### src/rtl/rpn_evaluator_if.sv
// Token, stack-port and result bundle of the RPN evaluator.
// slave is the evaluator side; master is the token source plus attached stack.
interface rpn_evaluator_if #(
   parameter int DATA_WIDTH  = 16,
   parameter int DEPTH_WIDTH = 2
);
   logic                   tok_valid;
   logic                   tok_ready;
   logic                   tok_is_op;
   logic [DATA_WIDTH-1:0]  tok_data;
   logic                   stk_push;
   logic                   stk_pop;
   logic [DATA_WIDTH-1:0]  stk_data_in;
   logic [DATA_WIDTH-1:0]  stk_data_out;
   logic                   result_valid;
   logic [DATA_WIDTH-1:0]  result;
   logic [DEPTH_WIDTH-1:0] depth;
   logic                   error;

   modport master (
      output tok_valid,
      output tok_is_op,
      output tok_data,
      output stk_data_out,
      input  tok_ready,
      input  stk_push,
      input  stk_pop,
      input  stk_data_in,
      input  result_valid,
      input  result,
      input  depth,
      input  error
   );

   modport slave (
      input  tok_valid,
      input  tok_is_op,
      input  tok_data,
      input  stk_data_out,
      output tok_ready,
      output stk_push,
      output stk_pop,
      output stk_data_in,
      output result_valid,
      output result,
      output depth,
      output error
   );
endinterface

### src/rtl/rpn_evaluator.sv
// Reverse-Polish evaluator driving an external LIFO stage.
// Tracks occupancy itself; all outputs come straight from flops.
module rpn_evaluator #(
   parameter int DATA_WIDTH  = 16,
   parameter int STACK_DEPTH = 3
) (
   input  logic           clock,
   input  logic           reset_n,
   rpn_evaluator_if.slave bus
);
   localparam int DW = $clog2(STACK_DEPTH + 1);
   localparam logic [DW-1:0] FULL = DW'(STACK_DEPTH);
   localparam logic [DW-1:0] TWO  = DW'(2);
   localparam logic [DW-1:0] ONE  = DW'(1);
   localparam logic [2:0] OP_BAD = 3'b110;
   localparam logic [2:0] OP_RES = 3'b111;

   typedef enum logic [3:0] {
      IDLE, PUSH, POP_B, CAP_B, POP_A,
      CAP_A, PUSH_R, POP_R, CAP_R, ERR
   } state_t;

   state_t state_q, state_d;

   logic [DW-1:0]         depth_q, depth_d;
   logic [2:0]            op_q, op_d;
   logic [DATA_WIDTH-1:0] b_q, b_d;
   logic [DATA_WIDTH-1:0] data_in_q, data_in_d;
   logic [DATA_WIDTH-1:0] result_q, result_d;
   logic                  rvalid_q, rvalid_d;
   logic                  error_q, error_d;
   logic                  ready_q, ready_d;
   logic                  push_q, push_d;
   logic                  pop_q, pop_d;

   logic       accept;
   logic [2:0] opc;
   logic       is_push, is_res, is_bad;

   function automatic logic [DATA_WIDTH-1:0] alu(
      input logic [2:0]            op,
      input logic [DATA_WIDTH-1:0] a,
      input logic [DATA_WIDTH-1:0] b
   );
      logic [DATA_WIDTH-1:0] r;
      unique case (op)
         3'b001:  r = a - b;
         3'b010:  r = a * b;
         3'b011:  r = a & b;
         3'b100:  r = a | b;
         3'b101:  r = a ^ b;
         default: r = a + b;
      endcase
      return r;
   endfunction

   assign accept  = bus.tok_valid & ready_q;
   assign opc     = bus.tok_data[2:0];
   assign is_push = !bus.tok_is_op;
   assign is_res  = bus.tok_is_op && (opc == OP_RES);
   assign is_bad  = bus.tok_is_op && (opc == OP_BAD);

   always_comb begin
      state_d   = state_q;
      depth_d   = depth_q;
      op_d      = op_q;
      b_d       = b_q;
      data_in_d = data_in_q;
      result_d  = result_q;
      rvalid_d  = 1'b0;
      error_d   = error_q;
      unique case (state_q)
         IDLE: begin
            if (accept) begin
               unique case (1'b1)
                  is_push: begin
                     if (depth_q == FULL) begin
                        state_d = ERR;
                     end else begin
                        data_in_d = bus.tok_data;
                        state_d   = PUSH;
                     end
                  end
                  is_res: begin
                     if (depth_q == '0) state_d = ERR;
                     else               state_d = POP_R;
                  end
                  is_bad: state_d = ERR;
                  default: begin
                     if (depth_q < TWO) begin
                        state_d = ERR;
                     end else begin
                        op_d    = opc;
                        state_d = POP_B;
                     end
                  end
               endcase
            end
         end
         PUSH: begin
            depth_d = depth_q + ONE;
            state_d = IDLE;
         end
         POP_B: state_d = CAP_B;
         CAP_B: begin
            b_d     = bus.stk_data_out;
            state_d = POP_A;
         end
         POP_A: state_d = CAP_A;
         // A is consumed straight off the stack so the result is ready for PUSH_R
         CAP_A: begin
            data_in_d = alu(op_q, bus.stk_data_out, b_q);
            state_d   = PUSH_R;
         end
         PUSH_R: begin
            depth_d = depth_q - ONE;
            state_d = IDLE;
         end
         POP_R: state_d = CAP_R;
         CAP_R: begin
            result_d = bus.stk_data_out;
            rvalid_d = 1'b1;
            depth_d  = depth_q - ONE;
            state_d  = IDLE;
         end
         ERR:     state_d = ERR;
         default: state_d = IDLE;
      endcase
      if (state_d == ERR) error_d = 1'b1;
      ready_d = (state_d == IDLE) || (state_d == ERR);
      push_d  = (state_d == PUSH) || (state_d == PUSH_R);
      pop_d   = (state_d == POP_B) || (state_d == POP_A)
             || (state_d == POP_R);
   end

   always_ff @(posedge clock or negedge reset_n) begin
      if (!reset_n) begin
         state_q   <= IDLE;
         depth_q   <= '0;
         op_q      <= '0;
         b_q       <= '0;
         data_in_q <= '0;
         result_q  <= '0;
         rvalid_q  <= 1'b0;
         error_q   <= 1'b0;
         ready_q   <= 1'b0;
         push_q    <= 1'b0;
         pop_q     <= 1'b0;
      end else begin
         state_q   <= state_d;
         depth_q   <= depth_d;
         op_q      <= op_d;
         b_q       <= b_d;
         data_in_q <= data_in_d;
         result_q  <= result_d;
         rvalid_q  <= rvalid_d;
         error_q   <= error_d;
         ready_q   <= ready_d;
         push_q    <= push_d;
         pop_q     <= pop_d;
      end
   end

   assign bus.tok_ready    = ready_q;
   assign bus.stk_push     = push_q;
   assign bus.stk_pop      = pop_q;
   assign bus.stk_data_in  = data_in_q;
   assign bus.result_valid = rvalid_q;
   assign bus.result       = result_q;
   assign bus.depth        = depth_q;
   assign bus.error        = error_q;
endmodule
### src/flat_wrapper.sv
// flat-port wrapper written by rule: the top's interface ports become plain ports
module rpn_evaluator_flat 
#(
   parameter int DATA_WIDTH  = 16,
   parameter int STACK_DEPTH = 3
)
  (clock, reset_n, bus_tok_valid, bus_tok_is_op, bus_tok_data, bus_stk_data_out, bus_tok_ready, bus_stk_push, bus_stk_pop, bus_stk_data_in, bus_result_valid, bus_result, bus_depth, bus_error);
  rpn_evaluator_if #(.DATA_WIDTH(DATA_WIDTH)) bus_i ();
  input  logic clock;
  input  logic reset_n;
  input wire logic [$bits(bus_i.tok_valid)-1:0] bus_tok_valid;
  input wire logic [$bits(bus_i.tok_is_op)-1:0] bus_tok_is_op;
  input wire logic [$bits(bus_i.tok_data)-1:0] bus_tok_data;
  input wire logic [$bits(bus_i.stk_data_out)-1:0] bus_stk_data_out;
  output wire logic [$bits(bus_i.tok_ready)-1:0] bus_tok_ready;
  output wire logic [$bits(bus_i.stk_push)-1:0] bus_stk_push;
  output wire logic [$bits(bus_i.stk_pop)-1:0] bus_stk_pop;
  output wire logic [$bits(bus_i.stk_data_in)-1:0] bus_stk_data_in;
  output wire logic [$bits(bus_i.result_valid)-1:0] bus_result_valid;
  output wire logic [$bits(bus_i.result)-1:0] bus_result;
  output wire logic [$bits(bus_i.depth)-1:0] bus_depth;
  output wire logic [$bits(bus_i.error)-1:0] bus_error;
  assign bus_i.tok_valid = bus_tok_valid;
  assign bus_i.tok_is_op = bus_tok_is_op;
  assign bus_i.tok_data = bus_tok_data;
  assign bus_i.stk_data_out = bus_stk_data_out;
  assign bus_tok_ready = bus_i.tok_ready;
  assign bus_stk_push = bus_i.stk_push;
  assign bus_stk_pop = bus_i.stk_pop;
  assign bus_stk_data_in = bus_i.stk_data_in;
  assign bus_result_valid = bus_i.result_valid;
  assign bus_result = bus_i.result;
  assign bus_depth = bus_i.depth;
  assign bus_error = bus_i.error;
  rpn_evaluator #(.DATA_WIDTH(DATA_WIDTH), .STACK_DEPTH(STACK_DEPTH)) u_core (.clock(clock), .reset_n(reset_n), .bus(bus_i));
endmodule
### config.mk
export PLATFORM = sky130hd
export DESIGN_NAME = rpn_evaluator_flat
export DESIGN_NICKNAME = d
export VERILOG_FILES = /design/src/rtl/rpn_evaluator_if.sv /design/src/rtl/rpn_evaluator.sv /design/src/flat_wrapper.sv
export SDC_FILE = /design/constraint.sdc
export NUM_CORES = 1
export LEC_CHECK = 0
export CORE_ASPECT_RATIO = 0.8
export CORE_UTILIZATION = 45
export CTS_CLUSTER_DIAMETER = 200
export DETAILED_ROUTE_END_ITERATION = 6
export GPL_ROUTABILITY_DRIVEN = 1
export SLEW_MARGIN = 30
export SYNTH_ARGS = -nofsm -noshare
export SYNTH_HDL_FRONTEND = slang
export SYNTH_SLANG_ARGS = --single-unit
### constraint.sdc
create_clock -name clock -period 14.4 [get_ports clock]
set_input_delay 1.44 -clock clock [delete_from_list [all_inputs] [get_ports clock]]
set_output_delay 1.44 -clock clock [all_outputs]
set_load 0.01 [all_outputs]
== Yosys cells after proc, flatten, opt, wreduce, memory -nomap -nowiden ==
Index checks and enable logic that the tools add are counted.

* $add $sub $neg: 4
* Multiply operators: 1
* Order comparisons: 1
* Equality and inequality tests: 26
* Muxes and demuxes: 14
* Bitwise gates (word level): 6
* Reductions and logical operators: 16

{| class="wikitable"
|+ Operators by type and width
! operator !! count
|-
| $pmux W16 S5 || 1
|-
| $mux W16 || 3
|-
| $pmux W16 S2 || 1
|-
| $eq A4 B3 Y1 const B || 7
|-
| $pmux W4 S7 || 1
|-
| $mux W4 || 5
|-
| $add A16 B16 Y16 || 1
|-
| $and A16 B16 Y16 || 1
|-
| $mul A16 B16 Y16 || 1
|-
| $or A16 B16 Y16 || 1
|-
| $sub A16 B16 Y16 || 1
|-
| $xor A16 B16 Y16 || 1
|-
| $eq A3 B3 Y1 const B || 4
|-
| $eq A4 B2 Y1 const B || 3
|-
| $eq A4 B4 Y1 const B || 3
|-
| $pmux W4 S3 || 1
|-
| $eq A4 B1 Y1 const B || 2
|-
| $logic_not A4 Y1 || 2
|-
| $reduce_and A4 Y1 || 2
|-
| $eq A3 B2 Y1 const B || 2
|-
| $logic_or A1 B1 Y1 || 4
|-
| $ne A2 B2 Y1 const B || 2
|-
| $pmux W2 S2 || 1
|-
| $reduce_bool A2 Y1 || 2
|-
| other kinds (14) || 16
|}

* Bits in registers: 62
* Bits of input ports: 36
* Output and inout port bits: 39

== Logic depth before layout (Yosys ltp) ==
Gate-level depths: netlist of run 1.

* Depth after elaboration: 9
* Mapped depth: 22
* Gate-level depth less buffers: 21

== Least setup slack after synthesis of run 1 ==
OpenSTA, ideal clock, no wires.

* Path type: input-to-reg
* Start: input bus_stk_data_out[1]
* End: register u_core.data_in_q[13], in the netlist u_core.bus.stk_data_in[13]
* Setup time: 136 ps
* Data arrival time: 6313 ps
* Data required time: 14264 ps
* Slack: 7951 ps
* Stages: 20
* Cell sequence: clkbuf_1 -> clkinv_1 -> nor2_1 -> fa_1 -> fa_1 -> ha_1 -> fa_1 -> inv_1 -> fa_1 -> fa_1 -> inv_1 -> ha_1 -> or2_2 -> a21oi_1 -> a211oi_1 -> a2111oi_0 -> xor2_1 -> a21oi_1 -> o21ai_0 -> o21ai_0

* Cells in the longest elaborated chain, start to end: 3
* Elaborated cells between the ends (all ways): 5
* Classes of those cells: add/sub: 2; mul: 1; mux: 2

{| class="wikitable"
|+ Ends and longest elaborated chain
! what !! RTL line !! text
|-
| from (decl) || flat_wrapper.sv:14 || <nowiki>input wire logic [$bits(bus_i.stk_data_out)-1:0] bus_stk_data_out;</nowiki>
|-
| $mul A16 B16 Y16, or another cell as far along || rpn_evaluator.sv:48 || <nowiki>3'b010: r = a * b;</nowiki>
|-
| $pmux W16 S5 * || rpn_evaluator.sv:46 || <nowiki>unique case (op)</nowiki>
|-
| $pmux W16 S2 * || rpn_evaluator.sv:72 || <nowiki>unique case (state_q)</nowiki>
|-
| to (signal assigned) || rpn_evaluator.sv:154 || <nowiki>data_in_q <= data_in_d;</nowiki>
|-
| to (decl) || rpn_evaluator.sv:28 || <nowiki>logic [DATA_WIDTH-1:0] data_in_q, data_in_d;</nowiki>
|}

Every way passes the cells marked *; elsewhere a longest branch is shown, timed or not.
A chain may end at the register's enable or synchronous reset.

== Worst setup path after layout of run 1 ==
Same ends and word-level chain as after synthesis.

==> flow_metrics.tcl, run 1 <==
set metrics [dict create \
    outcome "complete, no violations" \
    max_freq_mhz 135 \
    viasPerCell 5.48 \
    synth_nets 1235 \
    place_inst 1310 \
    yosysTopAreaCellShare 0.189 \
    yosysSeqAreaShare 0.180 \
    cp.buffers_inverters 4 \
    final_common_cell "inv_1" \
    ios 75 \
    postSynthAreaPerCell_um2 8.42 \
    required_ns 14.59 \
    area_growth_pct 14.5 \
    io_buffers 74 \
    finClkSkew_ns 0.0126 \
    cts_resized 0 \
    clkSinkCount 62 \
    yosysTopAreaCell "fa_1" \
    yosysWarnings 0 \
    ant_nets 0 \
    syn_inst 1021 \
    synth-edff-count 0 \
    arrival_ns 7.59 \
    cts_buffers 9 \
    final_cell_mix "inv_1, nand2_1, nor2_1" \
    finalNonFillerCells 1327 \
    fp.dieW_um 157 \
    overflow 0 \
    routed_wl_um 26100 \
    path_max_fanout 12 \
    min_path_type "reg2reg" \
    ctsHoldBuffers 0 \
    ys_ff_latch 62 \
    clk_pin_slew_worst_paths_ns 0.06 \
    cts-root-buf "clkbuf_16" \
    die_h_um 126 \
    path_cells "clkdlybuf4s50_1, clkinv_1, nor2_1, fa_1, fa_1, ha_1, fa_1, inv_1, fa_1, fa_1, inv_1, ha_1, or2_2, a21oi_1, a211oi_1, a2111oi_0, xor2_1, a21oi_1, o21ai_0, o21ai_0" \
    antenna_cells 0 \
    period_minus_slack_ns 7.40 \
    cp_slowest_cell "clkdlybuf4s50_1" \
    crit_family "adder cells" \
    gp_congestion 0.901 \
    grt_pass1_wl_um 41600 \
    drt_iter0_drc 571 \
    drc 0 \
    htree_levels 3 \
    post_cts_buffers 0 \
    vias 7269 \
    synth_cell_types 67 \
    final-setup-viol-count 0 \
    max-cap-violations 0 \
    crit_type "in2reg" \
    antenna_found_initial 0 \
    firstDrtPassIters 5 \
    finalCritPeriodShare 0.514 \
    tns_ns 0 \
    row_count 44 \
    start_util 0.466 \
    cpMostUsedCell "fa_1" \
    insertion_delay_ns 0.34 \
    grtUsageTotal 0.281 \
    slew_violations 0 \
    tightest_slew_ns 0.815 \
    coreArea_mm2 0.0184 \
    synth_ff_type "dfrtp_1" \
    grt_pass1_vias 7216 \
    cts_tree "built" \
    hpwl_um 20500 \
    final_nets 1283 \
    wl_per_cell_um 19.7 \
    synth_area_leaders "fa_1, dfrtp_1, ha_1" \
    finalHoldViolCount 0 \
    clockBufferDepth 2 \
    max_stage_delay_ns 0.85 \
    slew_headroom 0.457 \
    dieArea_mm2 0.0197 \
    end_kind "flop" \
    cp-start-kind "input pin" \
    syn-cell-area_mm2 0.00860 \
    drive_gt1_frac 0.0512 \
    async_reset_ff_frac 1.00 \
    grt_max_degree 63 \
    grt_setup_unrepaired "false" \
]
[per-stage QoR]
| stage | setup WS [ns] | hold WS, ns | instance area (um^2) | util |
|---|---|---|---|---|
| floorplan | 7.95 | 0.493 | 8600 | - |
| global placement | 6.85 | 0.445 | 9510 | 0.516 |
| detailed placement | 6.70 | 0.450 | 9510 | 0.516 |
| CTS | 7.07 | 0.463 | 9820 | 0.533 |
| global route | 6.65 | 0.498 | 9840 | 0.534 |
| finish | 7.00 | 0.457 | 9840 | 0.534 |
[worst reg2reg max path: stages (launching register included)]
cell	delay (ns)
dfrtp_1	0.74
clkinv_1	0.57
nor2_1	0.32
fa_1	0.46
fa_1	0.49
ha_1	0.20
fa_1	0.48
inv_1	0.05
fa_1	0.49
fa_1	0.49
inv_1	0.04
ha_1	0.30
or2_2	0.32
a21oi_1	0.19
a211oi_1	0.10
a2111oi_0	0.49
xor2_1	0.22
a21oi_1	0.09
o21ai_0	0.09
o21ai_0	0.10
[layer usage]
metal  global-route usage  vias up  wire length, um
met5              0.00501        -                0
met2                0.405      313            11000
li1                     -     3418                -
met3               0.0647       28             2400
met1                0.424     3510            12300
met4               0.0565        0              338
[cells in the mapped netlist, types with 5 or more instances]
master,number
a211oi_1,15
a21o_1,6
a21oi_1,47
a31oi_1,5
and3_1,5
clkbuf_1,36
dfrtp_1,62
fa_1,81
ha_1,97
inv_1,154
mux2_2,20
mux2i_1,20
nand2_1,119
nand2b_1,11
nand3_1,7
nor2_1,113
nor3_1,13
o21ai_0,57
o22ai_1,6
o31ai_1,5
xnor2_1,49
xor2_1,18
[path summary, 6_finish.rpt]
check	depth (start not counted)	to	start	slack, ns
min in group asynchronous	2	u_core.bus.error$_DFFE_PN0P_	reset_n	1.10
max in group asynchronous	3	u_core.b_q[4]$_DFFE_PN0P_	reset_n	12.77
worst min register to register	1	u_core.bus.error$_DFFE_PN0P_	u_core.bus.error$_DFFE_PN0P_	0.46
worst max-delay path	20	u_core.bus.stk_data_in[13]$_DFFE_PN0P_	bus_stk_data_out[1]	7.00
worst min-delay path	1	u_core.bus.error$_DFFE_PN0P_	u_core.bus.error$_DFFE_PN0P_	0.46
worst max register to register	19	u_core.bus.stk_data_in[13]$_DFFE_PN0P_	u_core.b_q[1]$_DFFE_PN0P_	8.01
[layout make-up]
class / instances / area, um^2
fill: 1785 / 8600
multi-input combinational: 755 / 6260
sequential: 62 / 1550
timing repair buffer: 82 / 808
inverter: 159 / 597
tap: 253 / 317
clock buffer: 10 / 229
clock inverter: 6 / 86.3
[registers in the layout (all words and copies together) (netlist names)]
name / flops
u_core.b_q: 16
u_core.bus.result: 16
u_core.bus.stk_data_in: 16
u_core.state_q: 4
u_core.op_q: 3
u_core.bus.depth: 2
u_core.bus.error: 1
u_core.bus.result_valid: 1
u_core.bus.stk_pop: 1
u_core.bus.stk_push: 1
u_core.bus.tok_ready: 1
[cell families (layout without fill, tap and decap cells)]
logic type                 after synthesis  count (layout)  share of synthesized area
AOI/OAI and AO/OA                      177             177                      0.131
xor gates and xnor gates                68              68                     0.0709
DFF                                     62              62                      0.180
and+or+nand+nor                        292             292                      0.146
buffers and inverters                  204             257                     0.0931
muxes                                   40              40                     0.0495
adders and majority gates              178             178                      0.330
Power of run 1 is left out: the tool's default activity adds up to more than one toggle a clock period on the data nets, which glitch-free logic cannot reach.
==> inputs of run 2 (changes only) <==
Clock period 14.4 ns to 7.2 ns, I/O delays scaled along.
==> flow_metrics.tcl, run 2 (synthesized netlist as in run 1, its figures left out) <==
set metrics [dict create \
    fillers 1733 \
    routed-wl-met2_um 11200 \
    routed.top_layer "met4" \
    clk_pin_slew_worst_paths_ns 0.08 \
    worst_slack_ns 0.810 \
    crit_start "bus_stk_data_out[7]" \
    ant_nets 0 \
    final-setup-viol-count 0 \
    min_path_type "in2async" \
    hpwl_um 20900 \
    cts_tree "built" \
    arrival_ns 6.59 \
    final_cell_mix "inv_1, nand2_1, nor2_1" \
    cts_resized 0 \
    outcome "complete, no violations" \
    insertion_delay_ns 0.36 \
    final_nets 1300 \
    cts-root-buf "clkbuf_16" \
    grtUsageTotal 0.286 \
    crit_family "adder cells" \
    max_stage_delay_ns 0.67 \
    start_util 0.466 \
    drive_gt1_frac 0.0678 \
    clockBufferDepth 2 \
    cp-start-kind "input pin" \
    tightest_slew_ns 0.913 \
    post_cts_buffers 0 \
    firstDrtPassIters 5 \
    met3_length_um 2390 \
    io_buffers 74 \
    ctsHoldBuffers 0 \
    path_max_fanout 7 \
    slew_violations 0 \
    tns_ns 0 \
    finalNonFillerCells 1344 \
    gp_congestion 0.940 \
    crit_type "in2reg" \
    grt_setup_unrepaired "false" \
    cts_buffers 9 \
    overflow 0 \
    htree_levels 3 \
    grt_max_degree 63 \
    max_freq_mhz 157 \
    period_minus_slack_ns 6.39 \
    antenna_found_initial 0 \
    wl_per_cell_um 20.0 \
    r2r-start "u_core.b_q[4]$_DFFE_PN0P_" \
    die_h_um 126 \
    max-cap-violations 0 \
    final_common_cell "inv_1" \
    dieArea_mm2 0.0197 \
    cp.buffers_inverters 6 \
    drt_iter0_drc 547 \
    area_growth_pct 16.2 \
    coreArea_mm2 0.0184 \
    cpMostUsedCell "fa_1" \
    ios 75 \
    required_ns 7.40 \
    finalHoldViolCount 0 \
    clkSinkCount 62 \
    drt-met1-wl_um 13000 \
    finClkSkew_ns 0.0173 \
    grt_pass1_wl_um 41900 \
    fp.dieW_um 157 \
    row_count 44 \
    drc 0 \
    place_inst 1327 \
    cp_slowest_cell "clkdlybuf4s50_1" \
    path_cells "clkdlybuf4s50_1, inv_1, nor2_1, fa_1, inv_1, fa_1, fa_1, fa_1, inv_1, fa_1, inv_1, fa_1, inv_1, ha_1, nand3_1, a211oi_1, a211oi_1, a21oi_1, xnor2_1, a221oi_2, a21oi_2" \
    dp_slack_ns 0.488 \
    vias 7401 \
    slew_headroom 0.392 \
    viasPerCell 5.51 \
    end_kind "flop" \
    utilization 0.542 \
    antenna_cells 0 \
    routed_wl_um 26900 \
    grt_pass1_vias 7159 \
    finalCritPeriodShare 0.887 \
]
[run 2: cell types whose count changed in the layout (fill, tap and decap cells not counted), sizes merged]
cell	previous run	this run
clkinvlp	1	2
clkinv	7	4
clkbuf	10	9
buf	9	26
inv	155	158
[run 2: final cells by class]
class                      count  area, um^2  area share
clock buffer                   9         225      0.0225
clock inverter                 7         104      0.0104
inverter                     159         597      0.0597
multi-input combinational    755        6260       0.627
sequential                    62        1550       0.155
tap                          253         317      0.0317
timing repair buffer          99         936      0.0937
[run 2: final timing paths]
| check | to | slack (ns) | cells past startpoint |
|---|---|---|---|
| max in group asynchronous | u_core.bus.result[11]$_DFFE_PN0P_ | 6.29 | 3 |
| worst min register to register | u_core.bus.error$_DFFE_PN0P_ | 0.47 | 1 |
| worst max register to register | u_core.bus.stk_data_in[15]$_DFFE_PN0P_ | 1.13 | 20 |
| worst min-delay path | u_core.b_q[3]$_DFFE_PN0P_ | 0.36 | 2 |
| min in group clock | u_core.bus.error$_DFFE_PN0P_ | 0.47 | 1 |
| worst max-delay path | u_core.bus.stk_data_in[15]$_DFFE_PN0P_ | 0.81 | 21 |
[run 2: per-layer routing]
metal / up-vias / track usage
met4: 0 / 0.0490
met5: - / 0
met1: 3608 / 0.443
met3: 22 / 0.0657
met2: 309 / 0.405
li1: 3462 / -
[run 2: through the flow]
| stage | cell area [um^2] | hold WS [ns] |
|---|---|---|
| after floorplan | 8600 | 0.424 |
| after global placement | 9640 | 0.445 |
| after detailed placement | 9640 | 0.448 |
| after CTS | 9970 | 0.473 |
| after global routing | 9990 | 0.394 |
| final | 9990 | 0.363 |
Power of run 2 is left out for the same reason.
==> edit 1 (config.mk and constraints of run 2) <==
The 10 states of `state_t` get a one-hot encoding in 10 bits.
--- a/src/rtl/rpn_evaluator.sv
+++ b/src/rtl/rpn_evaluator.sv
@@ -15,9 +15,9 @@
    localparam logic [2:0] OP_BAD = 3'b110;
    localparam logic [2:0] OP_RES = 3'b111;
 
-   typedef enum logic [3:0] {
-      IDLE, PUSH, POP_B, CAP_B, POP_A,
-      CAP_A, PUSH_R, POP_R, CAP_R, ERR
+   typedef enum logic [9:0] {
+      IDLE = 10'b0000000001, PUSH = 10'b0000000010, POP_B = 10'b0000000100, CAP_B = 10'b0000001000, POP_A = 10'b0000010000,
+      CAP_A = 10'b0000100000, PUSH_R = 10'b0001000000, POP_R = 10'b0010000000, CAP_R = 10'b0100000000, ERR = 10'b1000000000
    } state_t;
 
    state_t state_q, state_d;
Formal check against the unedited RTL: no difference found for any inputs over 10 cycles, from zero or initial values and one cycle with reset_n low; not proved beyond that.
==> edit 1 against run 2 <==
  * Critical path depth is the same
  * Sequential cell count grew 6
  * Worst setup slack lost 180 ps
  * Count of clock-buffer cells in the layout is the same
  * Synthesized area grew 0.28%
  * First-iteration DRC count grew 20%
  * Core utilization grew 0.16 points
  * Routed wire length grew 3.8%
  * Die area grew 0.27%
  * Final area grew 0.29%
Power is not shown: default switching activity piles up to over one toggle a cycle in this logic, so the estimate is an artifact.
==> edit 1: results (changes against run 2) <==
| Metric | Value |
|---|---|
| R2R depth | `20 (unchanged)` |
| Worst Hold Class | `in -> async` |
| Outcome | `finished clean` |
| Final net count | `1325 (+1.9%)` |
| Area after DPL | `9711 sq um (+0.71%)` |
| Distinct cells, synth | `64 (-4.5%)` |
| Sequential share of the synthesized area | `0.1975 (+0.01706)` |
| DRT Wirelength | `27.89 mm (+3.8%)` |
| Max Root-Sink Buffers | `2 (unchanged)` |
| FFs w/ async S/R, synth | `1.000 (unchanged)` |
| H-Tree Depth | `3 (unchanged)` |
| Initial antenna violation count | `0 (unchanged)` |
| Gr usage total | `0.3003 (+0.01436)` |
| Setup_tns | `0 ps (unchanged)` |
| Fraction of layout cells with a size suffix above 1 | `0.05914 (-0.008688)` |
| Port bufs | `74 (unchanged)` |
| Vias per inst | `5.507 (about the same)` |
| Top_reg_cell synth | `dfrtp_1` |
| Cell family with most CP delay | `adder cells` |
| Largest cells by area after synthesis | `dfrtp_1 19%, fa_1 19%, ha_1 14%` |
| CTS Root Cell | `clkbuf_16` |
| Placer congestion estimate | `0.9511 (+1.2%)` |
| Slowest CP cell | `clkdlybuf4s50_1` |
| Total CTS buffers | `9 (unchanged)` |
| Vias in the first global route | `7493 (+4.7%)` |
| Diodes inserted | `0 (unchanged)` |
| Worst-margin pin slew | `774.5 ps (-138.0 ps)` |
| Peak per-stage delay on the critical path | `730 ps (+60 ps)` |
| Worst skew pair latency | `340 ps (-20 ps)` |
| Setup bufs post-CTS | `0 (unchanged)` |
| Final HPWL DP | `22.20 mm (+6.0%)` |
| Crit path DAT | `6780 ps (+190 ps)` |
| Mean Syn Cell Area | `8.305 sq um (-1.4%)` |
| Worst-path maximum fanout | `8 (+1)` |
| Yosys warning count | `0 (unchanged)` |
| Fin Clk Skew | `11.42 ps (-5.859 ps)` |
| Pre-CTS WS | `355.1 ps (-132.6 ps)` |
| Pin count of the biggest net entering global routing | `69 (+9.5%)` |
| Synth top cells by count | `156 x inv_1, 151 x nand2_1, 112 x nor2_1` |
| Total iterations of the first detailed-routing run | `6 (+1)` |
| Fill cells | `1774 (+2.4%)` |
| Clk slew on worst S/H paths | `70 ps` |
| DRT iter0 DRCs | `659 (+20%)` |
| # resized after CTS | `0 (unchanged)` |
| Final Non-Filler Cells | `1369 (+1.9%)` |
| First-pass GRT wire length | `43.95 mm (+4.8%)` |
-- edit 1: cell types whose count changed after synthesis, sizes merged, moves of 5 or more --
| cell | delta |
|---|---|
| nand2 | +32 |
| mux2 | -16 |
| a21oi | -12 |
| xor2 | -11 |
| a22oi | +8 |
| clkbuf | -8 |
| nand2b | -7 |
| mux2i | -6 |
| clkinv | +5 |
| dfrtp | +5 |
| nor3 | -5 |
| nor4 | +5 |
-- edit 1: cell families (layout without fill, tap and decap cells) --
kind of cell / count (synthesis) / count (layout) / synth area share
adders and majority gates: 178 / 178 / 0.3289
muxes: 18 / 18 / 0.02148
DFF: 68 / 68 / 0.1975
and+or+nand+nor: 326 / 326 / 0.1633
xor gates and xnor gates: 61 / 61 / 0.06357
buffers and inverters: 206 / 284 / 0.09245
AOI/OAI and AO/OA: 181 / 181 / 0.1328
-- edit 1: per-layer routing --
layer	global-route usage	wire, um
met2	0.4387	11800
met4	0.06863	452
met3	0.05575	2349
met5	0	0
met1	0.4557	13280
-- edit 1: area by class of cell --
class	count	area (sq um)	share of cell area
multi-input cells	764	6126	0.6114
flip-flops and latches	68	1703	0.1700
repair buffers	100	937.1	0.09353
inverters	168	631.9	0.06306
well taps	253	316.6	0.03159
clock inverters	7	80.08	0.007992
clock buffers	9	225.2	0.02248
-- edit 1: final timing paths --
check,from,to,slack [ps]
max,bus_stk_data_out[6],u_core.bus.stk_data_in[15],630
min,reset_n,u_core.bus.tok_ready,380
max reg2reg,u_core.b_q[5],u_core.bus.stk_data_in[15],1360
min reg2reg,u_core.bus.result[14],u_core.bus.result[14],480
max in group asynchronous,reset_n,u_core.b_q[9],6370
min in group clock,u_core.bus.result[14],u_core.bus.result[14],480
==> edit 2 (settings of run 2) <==
Without the edit above. Make the reset (`reset_n`) synchronous in one clocked block.
--- a/src/rtl/rpn_evaluator.sv
+++ b/src/rtl/rpn_evaluator.sv
@@ -133,7 +133,7 @@
              || (state_d == POP_R);
    end
 
-   always_ff @(posedge clock or negedge reset_n) begin
+   always_ff @(posedge clock) begin
       if (!reset_n) begin
          state_q   <= IDLE;
          depth_q   <= '0;
Check against the original RTL: differs if reset_n is asserted again (counterexample within 4 cycles, from zero or initial values and one cycle with reset_n low); with reset_n held inactive, the same outputs for 10 cycles.
==> edit 2 against run 2 <==
  * Synthesized cell count rose by 7.4%
  * Sequential cell count did not move
  * Non-clock buffer count increased by 6
  * Core utilization is 0.091 points lower
  * Worst setup slack worse by 320 ps
  * Routed wire length rose by 3.0%
  * Count of clock-buffer cells in the layout up 2
  * Final area fell by 0.76%
  * Synthesized area down 1.0%
  * Critical path type unchanged
Power is left out: it rests on default switching activity, and per cell area and clock period it moved more than threefold.
==> edit 2: results (changes against run 2) <==
| Metric | Value |
|---|---|
| Outcome | `finished clean` |
| R2r endpoint | `u_core.bus.stk_data_in[15]` |
| Met2 Usage GRT | `0.4300 (+0.02529)` |
| Routed wire length on met3 | `2.399 mm (+0.21%)` |
| Met3 usage | `0.04298 (-0.02275)` |
| Final HPWL DP | `21.93 mm (+4.8%)` |
| Vias per inst | `5.541 (+0.62%)` |
| Sequential share of the synthesized area | `0.1459 (-0.03456)` |
| Largest cells by area after synthesis | `fa_1 19%, dfxtp_1 15%, ha_1 14%` |
| R2r setup slk | `990 ps (-140 ps)` |
| Crit Reg-Reg Startpoint | `u_core.b_q[5]` |
| Gr usage total | `0.2951 (+0.009180)` |
| Placer congestion estimate | `0.9481 (+0.88%)` |
| Mux share of post-synthesis cell area | `0.02383 (-0.02566)` |
| GR Util met1 | `0.4602 (+0.01733)` |
| Clk slew on worst S/H paths | `60 ps (-20 ps)` |
| Adder-cell share of the synthesized area | `0.3345 (+0.004669)` |
| Synth top cells by count | `173 x nand2_1, 155 x inv_1, 128 x nor2_1` |
| Compound-cell area share of the yosys netlist | `0.1425 (+0.01197)` |
| Vias in the first global route | `7606 (+6.2%)` |
| Fin Clk Skew | `6.672 ps (-10.61 ps)` |
| Fill cells | `1835 (+5.9%)` |
| Met2 wire len | `11.59 mm (+3.5%)` |
| Worst Setup SP | `bus_stk_data_out[6]` |
| First-pass GRT wire length | `43.73 mm (+4.3%)` |
| Worst skew pair latency | `330 ps (-30 ps)` |
| Crit path DAT | `6890 ps (+300 ps)` |
| Final net count | `1376 (+5.8%)` |
| Total iterations of the first detailed-routing run | `6 (+1)` |
==> edit 2: cell count changes in the layout (fill, tap and decap cells not counted), sizes merged, moves of 11 or more <==
cell and delta:
dfrtp -62, dfxtp +62, nand2 +54, o21ai -27, mux2 -18, nor2 +15
a21oi +14, xor2 -11
==> edit 2: worst max-delay path by stage <==
stage / end / slack, ps / cells after the start
final: u_core.bus.stk_data_in[15] / 490 / 21
after global routing: u_core.bus.stk_data_in[15] / 180 / 21
after CTS: u_core.bus.stk_data_in[15] / 550 / 21
after detailed placement: u_core.bus.stk_data_in[15] / 270 / 21
after global placement: u_core.bus.stk_data_in[15] / 310 / 21
after floorplan: u_core.bus.stk_data_in[15] / 1220 / 21
==> edit 2: stage by stage <==
| step | cell area, sq um | utilization | cells | worst slack (ps) | hold slack, ps |
|---|---|---|---|---|---|
| 6_report | 9915 | 0.5408 | 1420 | 493.9 | 451.9 |
| 2_1_floorplan | 8507 | - | 1097 | 1218 | 478.1 |
| 5_1_grt | 9915 | 0.5408 | 1420 | 178.1 | 471.5 |
| 3_5_place_dp | 9598 | 0.5235 | 1404 | 266.6 | 446.7 |
| 3_3_place_gp | 9595 | 0.5234 | 1404 | 305.0 | 442.5 |
| 4_1_cts | 9915 | 0.5408 | 1420 | 555.0 | 454.8 |
==> edit 2: area by class of cell <==
| class | instances | area share |
|---|---|---|
| flip-flops and latches | 62 | 0.1253 |
| multi-input cells | 819 | 0.6502 |
| inverters | 165 | 0.06247 |
| clock inverters | 5 | 0.006436 |
| clock buffers | 11 | 0.02549 |
| well taps | 253 | 0.03193 |
| repair buffers | 105 | 0.09818 |
